**src/rtl/resposta_uart_tx.sv**
```systemverilog
// rtl/resposta_uart_tx.sv - sends a (command, value) response pair as two back-to-back UART frames
// Optional feature macro RESP_PARITY_EN: 8E1 frames with an even-parity bit after bit 7.
module resposta_uart_tx #(
  parameter int CLK_FREQ     = 50000000,
  parameter int BAUD_RATE    = 9600,
  parameter int CLKS_PER_BIT = CLK_FREQ / BAUD_RATE
) (
  input  logic       clock,
  input  logic       reset,
  input  logic       dados_prontos,
  input  logic [7:0] response_command,
  input  logic [7:0] response_value,
  output logic       tx,
  output logic       busy,
  output logic       done,
  output logic       overrun
);

  localparam int CNT_W = (CLKS_PER_BIT > 1) ? $clog2(CLKS_PER_BIT) : 1;
  localparam logic [CNT_W-1:0] BAUD_MAX = CNT_W'(CLKS_PER_BIT - 1);

  typedef enum logic [2:0] {
    S_IDLE,
    S_START,
    S_DATA,
`ifdef RESP_PARITY_EN
    S_PARITY,
`endif
    S_STOP
  } state_t;

  state_t           state, state_next;
  logic [CNT_W-1:0] baud_cnt, baud_next;
  logic [2:0]       bit_idx, bit_next;
  logic             byte_idx, byte_next;
  logic [7:0]       byte0, byte1;
  logic             dados_q;
  logic             tx_next, busy_next, done_next, overrun_next, latch;
  logic             trigger, bit_end;
  logic [7:0]       cur_byte;
  logic [2:0]       bit_inc;

  assign trigger  = dados_prontos & ~dados_q;
  assign bit_end  = (baud_cnt == BAUD_MAX);
  assign cur_byte = byte_idx ? byte1 : byte0;
  assign bit_inc  = bit_idx + 3'd1;

  always_ff @(posedge clock or posedge reset) begin
    if (reset) begin
      state    <= S_IDLE;
      baud_cnt <= '0;
      bit_idx  <= '0;
      byte_idx <= 1'b0;
      byte0    <= '0;
      byte1    <= '0;
      dados_q  <= 1'b0;
      tx       <= 1'b1;
      busy     <= 1'b0;
      done     <= 1'b0;
      overrun  <= 1'b0;
    end else begin
      state    <= state_next;
      baud_cnt <= baud_next;
      bit_idx  <= bit_next;
      byte_idx <= byte_next;
      dados_q  <= dados_prontos;
      tx       <= tx_next;
      busy     <= busy_next;
      done     <= done_next;
      overrun  <= overrun_next;
      if (latch) begin
        byte0 <= response_command;
        byte1 <= response_value;
      end
    end
  end

  always_comb begin
    state_next   = state;
    baud_next    = bit_end ? '0 : baud_cnt + CNT_W'(1);
    bit_next     = bit_idx;
    byte_next    = byte_idx;
    tx_next      = tx;
    busy_next    = busy;
    done_next    = 1'b0;
    overrun_next = 1'b0;
    latch        = 1'b0;

    // The done cycle is already IDLE, so an edge there starts a new pair instead of overrunning.
    if (trigger && state != S_IDLE) overrun_next = 1'b1;

    case (state)
      S_IDLE: begin
        baud_next = '0;
        tx_next   = 1'b1;
        busy_next = 1'b0;
        if (trigger) begin
          latch      = 1'b1;
          state_next = S_START;
          tx_next    = 1'b0;
          busy_next  = 1'b1;
          byte_next  = 1'b0;
          bit_next   = '0;
        end
      end
      S_START: begin
        if (bit_end) begin
          state_next = S_DATA;
          bit_next   = '0;
          tx_next    = cur_byte[0];
        end
      end
      S_DATA: begin
        if (bit_end) begin
          if (bit_idx == 3'd7) begin
`ifdef RESP_PARITY_EN
            state_next = S_PARITY;
            tx_next    = ^cur_byte;
`else
            state_next = S_STOP;
            tx_next    = 1'b1;
`endif
          end else begin
            bit_next = bit_inc;
            tx_next  = cur_byte[bit_inc];
          end
        end
      end
`ifdef RESP_PARITY_EN
      S_PARITY: begin
        if (bit_end) begin
          state_next = S_STOP;
          tx_next    = 1'b1;
        end
      end
`endif
      S_STOP: begin
        if (bit_end) begin
          if (!byte_idx) begin
            state_next = S_START;
            byte_next  = 1'b1;
            tx_next    = 1'b0;
          end else begin
            state_next = S_IDLE;
            busy_next  = 1'b0;
            done_next  = 1'b1;
            tx_next    = 1'b1;
          end
        end
      end
      default: begin
        state_next = S_IDLE;
        tx_next    = 1'b1;
        busy_next  = 1'b0;
      end
    endcase
  end

endmodule

```
**config.mk**
```make
export PLATFORM = sky130hd
export DESIGN_NAME = resposta_uart_tx
export DESIGN_NICKNAME = d
export VERILOG_FILES = /design/src/rtl/resposta_uart_tx.sv
export SDC_FILE = /design/constraint.sdc
export NUM_CORES = 1
export LEC_CHECK = 0
export CAP_MARGIN = 10
export CORE_MARGIN = 2
export CORE_UTILIZATION = 56
export DETAILED_ROUTE_END_ITERATION = 10
export PLACE_DENSITY = 0.79
export SETUP_SLACK_MARGIN = 0.2
export SLEW_MARGIN = 10
export SYNTH_ARGS = -nofsm -noshare
export SYNTH_HDL_FRONTEND = slang
export SYNTH_SLANG_ARGS = --single-unit
```
**constraint.sdc**
```tcl
create_clock -name clock -period 2.1 [get_ports clock]
set_input_delay 0.315 -clock clock [delete_from_list [all_inputs] [get_ports clock]]
set_output_delay 0.315 -clock clock [all_outputs]
set_load 0.005 [all_outputs]
```
# [Yosys cells after proc, flatten, opt, wreduce, memory -nomap -nowiden]
# Index checks and enable logic that the tools add are counted.
[word_totals] ff_bits=41 inputBits=19 out_inout_bits=4
[classes] addsub=2 magnitude_cmp=1 n_eq_ne=12 n_mux=35 bitwise_logic=3 n_reduce_logical=11
[ops] operator="$mux W3" n=9
[ops] operator="$mux W13" n=2
[ops] operator="$mux W1" n=17
[ops] operator="$ne A2 B2 Y1 const B" n=7
[ops] operator="$add A13 B1 Y13 const B" n=1
[ops] operator="$eq A13 B13 Y1 const B" n=1
[ops] operator="$pmux W3 S4" n=1
[ops] operator="$reduce_and A5 Y1" n=2
[ops] operator="$pmux W3 S3" n=1
[ops] operator="$reduce_and A3 Y1" n=3
[ops] operator="$mux W8" n=1
[ops] operator="$eq A3 B2 Y1 const B" n=2
[ops] operator="$reduce_bool A3 Y1" n=2
[ops] operator="$lt A3 B4 Y1 const B" n=1
[ops] operator="$pmux W1 S4" n=1
[ops] operator="$add A3 B1 Y3 const B" n=1
[ops] operator="$bmux W1 S3" n=1
[ops] operator="$eq A3 B1 Y1 const B" n=1
[ops] operator="$eq A3 B3 Y1 const B" n=1
[ops] operator="$logic_not A3 Y1" n=1
[ops] operator="$pmux W1 S3" n=1
[ops] operator="$not A1 Y1" n=2
[ops] operator="$pmux W1 S2" n=1
[ops] operator="$reduce_bool A2 Y1" n=1
[ops] operator="other kinds (3)" n=3

# [Logic depth before layout (Yosys ltp)]
[logic_depth] depth_word=6 depth_mapped=7

# [Worst setup path before layout]
# Ideal clock, no wire load.
[synth_path] kind="register to register" from="register bit_idx[0]" to="register bit_idx[0]" setup_time_ns=0.128 arrival_time_ns=1.722 required_ns=1.972 setup_slack_ns=0.250 stages_incl_launch_ff=6 n_path_buf=0 period_less_slack_ns=1.850 path_cell_list="dfrtp_1 -> ha_1 -> ha_1 -> a221oi_1 -> o21ai_4 -> mux2_1"
[synth_between] elab_chain_len=4 elab_cells_between_ends=7 classes_between="add/sub (1); eq/ne (2); mux (3); reduce/logical (1)"
[synth_rtl] item="start, declared" line="34" rtl="logic [2:0] bit_idx, bit_next;"
[synth_rtl] item="start signal, assigned" line="64" rtl="bit_idx <= bit_next;"
[synth_rtl] item="$add A3 B1 Y3" line="46" rtl="assign bit_inc = bit_idx + 3'd1;"
[synth_rtl] item="$mux W3" line="115" rtl="if (bit_idx == 3'd7) begin"
[synth_rtl] item="$mux W3" line="114" rtl="if (bit_end) begin"
[synth_rtl] item="$pmux W3 S3" line="92" rtl="case (state)"
# Parallel ways exist; a longest one is shown, timed or not. The select of a mux whose other input is x is not followed.
# A chain may end at the register's enable or synchronous reset.

# [Final worst setup path]
[layout_path] from="register baud_cnt[0]" to="register bit_idx[2]"
[layout_between] elab_chain_len=3 elab_cells_between_ends=4 classes_between="eq/ne (3); reduce/logical (1)"
[layout_rtl] item="start, declared" line="33" rtl="logic [CNT_W-1:0] baud_cnt, baud_next;"
[layout_rtl] item="start signal, assigned" line="63" rtl="baud_cnt <= baud_next;"
[layout_rtl] item="$eq A13 B13 Y1 *" line="44" rtl="assign bit_end = (baud_cnt == BAUD_MAX);"
[layout_rtl] item="$ne A2 B2 Y1 (no source line)"
[layout_rtl] item="$reduce_and A5 Y1 (no source line) *"
# Mark *: on every way between the ends. The rest lies on a longest branch, timed or not.

==> impl_metrics.yaml <==
global_route:
  number_of_global_route_vias_before_repair: 1438
  initial_antenna_violation_count: 0
  grt.overflow.total: 0
  use_met1_pct: 28.1
  global_route.usage.met3_pct: 5.14
  grt.total_usage_pct: 21.5
  grt_util_met2_pct: 34.9
  pin_count_of_the_biggest_net_entering_global_routing: 41
  globalRoute.busiestLayer: "met2"
  global_route_wire_length_before_repair_um: 6800
placement:
  port-buffer-count: 22
  dp_worst_setup_slack_ns: 0.0638
  post-dp-hpwl_um: 2860
  postPlaceCellArea_um2: 2370
  gpl.final_weighted_congestion: 0.820
power_and_ir_drop:
  cell_internal_pwr_mw: 1.16
  post-layout-total-power_mw: 1.44
  power.clock.fraction_pct: 42.5
  power.switching_fraction_pct: 19.7
  combinationalPowerShare_pct: 3.9
  power_leakage_nw: 1.16
  seq_power_share_pct: 53.6
  power.density_nw_per_um2: 567
  power_switching_mw: 0.284
  irDropWorstVdd_mv: 0.442
sta:
  report.final.slew_viol_count: 0
  final.min_clock_period_ns: 1.83
  timing.final.crit_share_pct: 86.9
  timing.max_slew.rel_slack_pct: 67.0
  worst_slew_pin_slew_ns: 0.495
  fmaxAchievable_mhz: 548
  setup-tns-final_ns: 0
  rsz0062_at_grt: "false"
  skew_ns: 0.00297
  setup-violations-final: 0
  final_hold_vios: 0
  layout_setup_ws_ns: 0.274
setup_path:
  reg2regPathDepth: 5
  critical-path-slowest-cell: "dfrtp_1"
  setup.worst_path.class: "reg2reg"
  timing.critical_path.buf_inv: 0
  crit-reg2reg-launch: "baud_cnt[0]"
  critical_path.top_delay_family: "simple AND/OR/NAND/NOR gates"
  worstPathCellList: "ha_1 -> nor4bb_4 -> and3_4 -> o21ai_4 -> mux2_1"
  setup.worst_path.start_class: "flip-flop"
  cp.required_ns: 2.27
  path_max_fanout: 8
  worst_ep_arrival_time_ns: 2.00
  worst_path_largest_cell_delay_ns: 0.42
  critPathCaptureType: "flip-flop"
  reg_to_reg_critical_path_endpoint: "bit_idx[2]"
  timing.reg2reg.setup_slack_ns: 0.27
routing:
  drt_first_pass_iters: 4
  drt_drc_violations_left: 0
  vias: 1371
  drt-initial-drc-count: 83
  postRouteAntennaNets: 0
  avgRoutedWirePerCell_um: 16.1
  post_drt_via_cell_ratio: 5.60
  final_wl_um: 3950
floorplan:
  fp.dieW_um: 65.6
  core_region_area_um2: 3660
  dieHeight_um: 65.6
  initial_utilization_pct: 58.0
  num_rows: 22
  num_ports: 23
  fp.dieArea_um2: 4300
synth:
  synth-seq-area-share_pct: 47.2
  yosys-top-cells-area: "dfrtp_1 (46%), mux2_2 (9.0%), ha_1 (4.7%), nor2_4 (4.2%), mux4_2 (3.2%)"
  syn-num-nets: 194
  netlist.area_leader.share_pct: 46.0
  ffs_latches_synth: 40
  yosys_top_cell_by_area: "dfrtp_1"
  post_synth.cell_area_avg_um2: 12.7
  post_synth_inst_count: 167
  synth.cell_area_um2: 2120
  yosys_warnings: 0
  yosys.cell_types.count: 47
cts:
  clkLatencyLatePin_ns: 0.29
  cts_sinks: 40
  cts-root-to-sink-buffers: 2
  clk_pin_slew_worst_paths_ns: 0.08
  clk_root_buffer_cell: "clkbuf_8"
  cts_tree: "done"
  cts_made_buffers: 5
  clock_tree.htree_level_count: 2
cells_and_area:
  drive_above_1_share_pct: 28.4
  final_net_count: 223
  antennaDiodeCount: 0
  layout_common_cells: "dfrtp_1 (39), clkdlybuf4s50_1 (22), mux2_2 (17)"
  areaGrowthSynthToFinish_pct: 19.7
  layout.cells.most_common: "dfrtp_1"
  post-route-util_pct: 69.4
  layout.cell_area.non_filler_um2: 2540
  nFillCells: 257
run:
  max_cap_violations: 0
min_path:
  hold_class: "in2async"
outcome:
  run_status: "complete, no violations"
==> cells in the mapped netlist (all sizes together) <==
library cell	instances
a221oi	1
nor4b	1
a211oi	1
nand3b	2
nor4bb	1
o31a	1
nor3b	1
nand4	5
dfrtp	39
or2	1
a222oi	1
nor3	2
a21oi	7
nand2b	1
xor2	4
nor4	3
and3	2
and2	2
o21ai	5
nor2b	2
nand3	5
mux2	20
or3	3
buf	6
a21bo	1
xnor2	5
and4b	1
nor2	14
clkbuf	1
dfstp	1
and4	1
ha	8
mux2i	4
mux4	4
nand2	4
inv	7
==> through the flow <==
step	hold WS (ns)	std cells
3_5_place_dp	0.481	233
3_3_place_gp	0.472	233
6_report	0.454	245
4_1_cts	0.474	241
2_1_floorplan	0.346	167
5_1_grt	0.509	245
==> power by group through the flow <==
stage / Clock [mW] / Combinational (mW) / Sequential [mW]
3_5_place_dp: 0 / 0.0573 / 0.787
3_3_place_gp: 0 / 0.0547 / 0.787
2_1_floorplan: 0 / 0.0147 / 0.787
4_1_cts: 0.624 / 0.0574 / 0.772
5_1_grt: 0.654 / 0.0622 / 0.772
6_report: 0.613 / 0.0561 / 0.772
==> layer usage <==
| metal | share of wire [%] | wire [um] |
|---|---|---|
| met5 | 0 | 0 |
| met4 | 1.2 | 49 |
| met3 | 3.5 | 137 |
| met2 | 50 | 1980 |
| met1 | 45 | 1780 |
==> worst max-delay path by stage <==
stage | start | slack (ns) | to | depth (start not counted)
2_1_floorplan | bit_idx[0] | 0.25 | bit_idx[0] | 5
3_3_place_gp | dados_prontos | 0.13 | bit_idx[0] | 5
3_5_place_dp | dados_prontos | 0.06 | bit_idx[0] | 5
4_1_cts | baud_cnt[0] | 0.21 | baud_cnt[11] | 5
5_1_grt | baud_cnt[0] | 0.21 | bit_idx[0] | 5
6_report | baud_cnt[0] | 0.27 | bit_idx[2] | 5
==> logic make-up after synthesis <==
kind of cell / share of synthesized area (%)
fa+ha+maj: 4.71
compound gates: 5.66
xor+xnor: 3.71
simple gates: 17.7
buf+inv: 3.95
mux: 17.1
flops: 47.2
==> worst min-delay path, cell delays in order <==
cell,delay (ns)
clkdlybuf4s50_1,0.40
inv_1,0.05
buf_4,0.42
==> final cells by class <==
class,instances,area (um2),share of cell area [%]
multi-input combinational,113,1050,41.2
tap,48,60.1,2.36
timing repair buffer,29,298,11.7
clock buffer,6,72.6,2.85
inverter,7,26.3,1.03
sequential,40,1000,39.4
clock inverter,2,35.0,1.38
==> sequential cells by signal, summed over array words and instances, names as in the netlist <==
register  count
baud_cnt     13
overrun       1
bit_idx       3
byte0         8
byte_idx      1
tx            1
state         2
done          1
byte1         8
busy          1
dados_q       1
==> timing repair <==
item,4_1_cts,5_1_grt
resized for setup,2,1
setup buffers,0,4
hold endpoints to repair,0,0
setup endpoints to repair,16,16
hold buffers,0,0
(Power assumes the default switching activity.)
==> RTL change 1: new RTL, same flow settings <==
The output `done` loses its register stage (`done` becomes a continuous assignment). Comments in the files are not updated.
--- a/src/rtl/resposta_uart_tx.sv
+++ b/src/rtl/resposta_uart_tx.sv
@@ -57,5 +57,4 @@
       tx       <= 1'b1;
       busy     <= 1'b0;
-      done     <= 1'b0;
       overrun  <= 1'b0;
     end else begin
@@ -67,5 +66,4 @@
       tx       <= tx_next;
       busy     <= busy_next;
-      done     <= done_next;
       overrun  <= overrun_next;
       if (latch) begin
@@ -75,4 +73,6 @@
     end
   end
+
+  assign done = done_next;
 
   always_comb begin
Check against the original RTL: no difference found for any inputs over 10 cycles, from zero or initial values and one cycle with reset high; that may be too few to reach the edited logic, so the function may still have changed.
==> RTL change 1 against the unedited design <==
- critical path depth unchanged
- worst hold slack worse by 79 ps
- total power decreased by 14%
- worst setup slack got worse by 74 ps
- fmax decreased by 3.9%
- routed wire length is 0.35% lower
- sequential power up 0.9%
- clock power shrank 39%
- sequential cell count decreased by 1
- synthesized area fell by 6.5%
- final area decreased by 2.7%
- clock skew is 8.1 ps higher
- largest cell class unchanged
==> RTL change 1: results (changes against the unedited design) <==
{| class="wikitable"
! Metric !! Value
|-
| Status || completed
|-
| M1 WL || 1707 microns (-4.3%)
|-
| Pre-CTS setup slack || 87.28 ps (+23.46 ps)
|-
| Commonest cells in the synthesized netlist || sky130_fd_sc_hd__dfrtp_1 (38), sky130_fd_sc_hd__nor2_1 (19), sky130_fd_sc_hd__inv_1 (12), sky130_fd_sc_hd__mux2_2 (12)
|-
| Synth warnings || 0 (unchanged)
|-
| Peak supply drop || 0.0003864 V (-13%)
|-
| Sequential fraction of the synthesis area || 49.21% (+2.0 points)
|-
| Power Sequential || 0.779 mW (+0.9%)
|-
| Met2 layer wire length in the routed design || 2042 microns (+3.2%)
|-
| Net count of the mapped netlist || 201 (+3.6%)
|-
| Overall track demand over capacity in global routing || 21.25% (-0.27 points)
|-
| Fraction of layout instances using a drive strength above 1 || 24.77% (-3.7 points)
|-
| First-pass GRT wire length || 6630 microns (-2.5%)
|-
| Count of different cell masters after synthesis || 44 (-6.4%)
|-
| Placed wire-length estimate || 2808 microns (-1.9%)
|-
| Buffer cell driving the clock tree root || sky130_fd_sc_hd__clkbuf_4
|-
| Largest net degree at the start of global routing || 40 (-2.4%)
|-
| Total wire length after detailed routing || 3935 microns (-0.35%)
|-
| Instance area at placement || 2326 sq um (-1.8%)
|-
| Internal power component || 0.9548 mW (-18%)
|-
| Clock slew at reported path FFs || 110 ps (+30 ps)
|-
| Least-Margin Pin Slew || 487.7 ps (-6.900 ps)
|-
| Power dissipated in combinational cells || 0.0882 mW (+57%)
|-
| Routability congestion estimate || 0.8964 (+9.3%)
|-
| Main area contributors after synthesis || sky130_fd_sc_hd__dfrtp_1 (48%), sky130_fd_sc_hd__mux2_2 (6.8%), sky130_fd_sc_hd__ha_1 (5.0%)
|-
| Final setup skew || 11.06 ps (+8.095 ps)
|-
| Endpoint of the most critical register-to-register path || tx
|-
| WL met3 || 133 microns (-2.9%)
|-
| Lkg Pwr || 1.121 nW (-3.7%)
|-
| CP Data Arrival Time || 1580 ps (-420 ps)
|-
| Biggest fanout along the worst timing path || 2 (-6)
|-
| Worst-Skew Late Latency || 350 ps (+60 ps)
|-
| Hold_ws || 375.1 ps (-79.12 ps)
|-
| Final-stage net count || 240 (+7.6%)
|-
| 1st-iter DRT viols || 59 (-29%)
|-
| Vias in the first global route || 1471 (+2.3%)
|-
| Vias per cell || 5.535 (-1.1%)
|}
==> RTL change 1: cell types whose count changed in the layout (fill, tap and decap cells not counted), moves of 4 or more <==
| cell | unedited run | this run |
|---|---|---|
| sky130_fd_sc_hd__buf_4 | 5 | 15 |
| sky130_fd_sc_hd__clkbuf_4 | 0 | 5 |
| sky130_fd_sc_hd__clkbuf_8 | 5 | 0 |
| sky130_fd_sc_hd__ha_1 | 8 | 3 |
| sky130_fd_sc_hd__ha_2 | 0 | 4 |
| sky130_fd_sc_hd__inv_1 | 7 | 12 |
| sky130_fd_sc_hd__mux2_1 | 2 | 8 |
| sky130_fd_sc_hd__mux2_2 | 17 | 12 |
| sky130_fd_sc_hd__nor2_1 | 4 | 19 |
| sky130_fd_sc_hd__nor2_4 | 8 | 0 |
==> RTL change 1: kinds of logic (layout without fill, tap and decap cells) <==
family / count (synthesis) / after routing / share of synthesized area [%]
adders and majority gates: 8 / 8 / 5.041
DFF: 39 / 39 / 49.21
xor gates and xnor gates: 9 / 9 / 3.970
buffers and inverters: 18 / 58 / 3.781
AOI/OAI and AO/OA: 18 / 18 / 6.932
and+or+nand+nor: 54 / 54 / 14.43
muxes: 28 / 28 / 16.64
==> RTL change 1: worst max-delay path by stage <==
stage	end	slack [ps]	from	cells after the start
after floorplan	tx	220	bit_idx[0]	5
after global placement	done	140	baud_cnt[0]	5
after detailed placement	done	90	baud_cnt[0]	5
after CTS	bit_idx[0]	210	state[0]	5
after global routing	done	120	baud_cnt[0]	5
final	done	200	baud_cnt[0]	5
==> RTL change 1: layout make-up <==
cell class	count	area share [%]
Clock buffer	7	1.820
Clock inverter	1	0.2022
Inverter	12	1.820
Multi-Input combinational cell	117	40.24
Sequential cell	39	39.53
Tap cell	46	2.326
Timing Repair Buffer	38	14.05
==> RTL change 1: per-stage QoR <==
step | util [%] | instances
2_1_floorplan | - | 174
3_3_place_gp | 69.16 | 245
3_5_place_dp | 69.16 | 245
4_1_cts | 72.36 | 256
5_1_grt | 73.59 | 260
6_report | 73.59 | 260
==> RTL change 1: critical path, cell delays in order, from the launching register on <==
cell and delay, ps:
sky130_fd_sc_hd__dfrtp_1 380, sky130_fd_sc_hd__ha_2 190, sky130_fd_sc_hd__nor4bb_4 220, sky130_fd_sc_hd__and3_4 220, sky130_fd_sc_hd__and2_4 130, sky130_fd_sc_hd__buf_2 100
==> RTL change 1: per-layer routing <==
layer  vias up  global-route usage [%]
li1        690                       -
met1       709                   26.96
met2        34                   35.79
met3         6                   5.536
met4         0                   6.250
met5         -                       0
==> RTL change 1: timing repair <==
item / in CTS / in global routing
cloned: 0 / 0
setup endpoints to repair: 2 / 11
pin swaps: 1 / 1
resized for setup: 12 / 3
buffers inserted: 3 / 4
==> RTL change 2: new RTL, same settings <==
Without the edit above. Add a define of `RESP_PARITY_EN`.
--- a/src/rtl/resposta_uart_tx.sv
+++ b/src/rtl/resposta_uart_tx.sv
@@ -1,4 +1,6 @@
 // rtl/resposta_uart_tx.sv - sends a (command, value) response pair as two back-to-back UART frames
 // Optional feature macro RESP_PARITY_EN: 8E1 frames with an even-parity bit after bit 7.
+`define RESP_PARITY_EN
+
 module resposta_uart_tx #(
   parameter int CLK_FREQ     = 50000000,
Behaviour: no difference found for any inputs over 10 cycles, from zero or initial values and one cycle with reset high; that may be too few to reach the edited logic, so the function may still have changed.
==> RTL change 2 against the unedited design <==
- sequential cell count grew 1
- routed wire length is 23% higher
- worst setup slack worse by 180 ps
- final area is 12% higher
- synthesized area increased by 2.8%
Power is not compared: it rests on default switching activity, and its combinational part moved more than twofold at a synthesized area within 25%.
==> RTL change 2: results (changes against the unedited design) <==
{| class="wikitable"
! Metric !! Value
|-
| Worst hold-check path type || input pin to asynchronous set/reset pin
|-
| Status || completed
|-
| Commonest cells in the synthesized netlist || sky130_fd_sc_hd__dfrtp_1 (40), sky130_fd_sc_hd__nor2_1 (32), sky130_fd_sc_hd__mux2_2 (18)
|-
| Overall track demand over capacity in global routing || 23.77% (+2.2 points)
|-
| Number of buffers created by CTS || 5 (unchanged)
|-
| Final setup skew || 4.879 ps (+1.913 ps)
|-
| CP Data Arrival Time || 2190 ps (+190 ps)
|-
| Level count of the clock H-tree || 2 (unchanged)
|-
| Peak supply drop || 0.0006897 V
|-
| Endpoint of the most critical register-to-register path || bit_idx[0]
|-
| FF-to-FF Start || baud_cnt[11]
|-
| Vias per cell || 5.778 (+3.3%)
|-
| Cell with the biggest individual delay on the critical path || sky130_fd_sc_hd__or4b_4
|-
| Registers with the most flip-flops || baud_cnt: 13 flops, byte0: 8 flops, byte1: 8 flops
|-
| Depth of the most critical reg-to-reg path || 6 (+1)
|-
| FFs w/ async S/R, synth || 100.0% (unchanged)
|-
| Sequential fraction of the synthesis area || 47.08% (-0.13 points)
|-
| Input/output buffers || 22 (unchanged)
|-
| Placed wire-length estimate || 3069 microns (+7.2%)
|-
| Final-stage net count || 266 (+19%)
|-
| 1st-iter DRT viols || 154 (+86%)
|-
| Detailed-router iteration count before antenna repair || 4 (unchanged)
|-
| Maximum clock path buffer count || 2 (unchanged)
|-
| Synth warnings || 0 (unchanged)
|-
| N_diodes || 0 (unchanged)
|-
| Antenna violations before repair || 0 (unchanged)
|-
| Net count of the mapped netlist || 223 (+15%)
|-
| Flip-flop cell with the highest count after synthesis || sky130_fd_sc_hd__dfrtp_1
|-
| Synth Instances || 201 (+20%)
|-
| Total wire length after detailed routing || 4838 microns (+23%)
|-
| Count of vias placed by the detailed router || 1693 (+23%)
|-
| Lkg Pwr || roughly 1.2 nW
|-
| First-pass GRT wire length || 7769 microns (+14%)
|-
| Hold_ws || 458.3 ps (+4.058 ps)
|-
| Biggest fanout along the worst timing path || 4 (-4)
|-
| Largest stage delay, worst path || 550 ps (+130 ps)
|-
| Routability congestion estimate || 0.9237 (+13%)
|-
| Clock slew at reported path FFs || approximately 70 ps
|-
| Largest net degree at the start of global routing || 42 (+2.4%)
|-
| Number of placed instances with taps included || 275 (+18%)
|-
| Count of different cell masters after synthesis || 42 (-11%)
|-
| Worst-Skew Late Latency || 290 ps (about the same)
|-
| Reg2Reg Setup Slack || 90 ps (-180 ps)
|-
| Main area contributors after synthesis || sky130_fd_sc_hd__dfrtp_1 (46%), sky130_fd_sc_hd__mux2_2 (9.3%), sky130_fd_sc_hd__nor2_1 (5.5%)
|-
| Buffer cell driving the clock tree root || sky130_fd_sc_hd__clkbuf_8
|-
| Least-Margin Pin Slew || 520.0 ps (+25.38 ps)
|-
| Kind of cell with the highest combined delay on the critical path || simple AND/OR/NAND/NOR gates
|-
| Fraction of layout instances using a drive strength above 1 || 29.80% (+1.4 points)
|}
## RTL change 2: routing by layer
layer  routed length (microns)  up-vias  part of all wire [%]  global-route usage [%]
met1                      1958      846                    40                   28.81
met3                       186       12                   3.8                   4.940
li1                          -      780                     -                       -
met2                      2603       55                    54                   41.50
met4                        90        0                   1.9                   8.673
met5                         0        -                     0                       0
## RTL change 2: final cells by class
type	count	area (sq um)
Timing Repair Buffer	45	457.9
Multi-Input combinational cell	145	1179
Inverter	6	22.52
Clock buffer	8	90.09
Fill cell	236	879.6
Tap cell	48	60.06
Sequential cell	41	1027
## RTL change 2: repair_timing
| item | 4_1_cts | 5_1_grt |
|---|---|---|
| pin swaps | 7 | 12 |
| buffers inserted | 6 | 3 |
| gates resized for setup | 13 | 22 |
| endpoints found under the setup margin | 19 | 21 |
| cloned | 1 | 0 |
## RTL change 2: logic make-up after synthesis
group / after synthesis / synth area share [%]
and+or+nand+nor: 69 / 15.88
DFF: 41 / 47.08
muxes: 29 / 15.71
xor gates and xnor gates: 24 / 9.633
AOI/OAI and AO/OA: 20 / 6.365
buffers and inverters: 15 / 3.612
adders and majority gates: 3 / 1.720
## RTL change 2: worst max path at each step
| stage | from | end | slack, ps | cells after the start |
|---|---|---|---|---|
| after global routing | baud_cnt[11] | bit_idx[2] | 20 | 7 |
| after floorplan | baud_cnt[3] | bit_idx[0] | 20 | 7 |
| after CTS | baud_cnt[11] | bit_idx[0] | 60 | 6 |
| after global placement | baud_cnt[3] | bit_idx[0] | 60 | 6 |
| after detailed placement | baud_cnt[3] | bit_idx[0] | -30 | 6 |
| final | baud_cnt[11] | bit_idx[0] | 90 | 6 |
## RTL change 2: power by group
| group | leakage, nW | switching (mW) | internal, mW |
|---|---|---|---|
| clock network | 0.0455 | 0.255 | 0.268 |
| logic | 0.644 | 0.264 | 0.348 |
| registers | 0.520 | 0.136 | 0.931 |
| total | 1.21 | 0.656 | 1.55 |
## RTL change 2: through the flow
| stage | area, sq um | setup WS, ps |
|---|---|---|
| 3_3_place_gp | 2521 | 55.74 |
| 6_report | 2836 | 94.17 |
| 3_5_place_dp | 2521 | -29.17 |
| 4_1_cts | 2733 | 60.80 |
| 5_1_grt | 2836 | 19.51 |
| 2_1_floorplan | 2187 | 20.14 |
## RTL change 2: worst min-delay path: stages
cell and delay (ps):
sky130_fd_sc_hd__clkdlybuf4s50_1 400, sky130_fd_sc_hd__inv_1 60, sky130_fd_sc_hd__buf_4 430
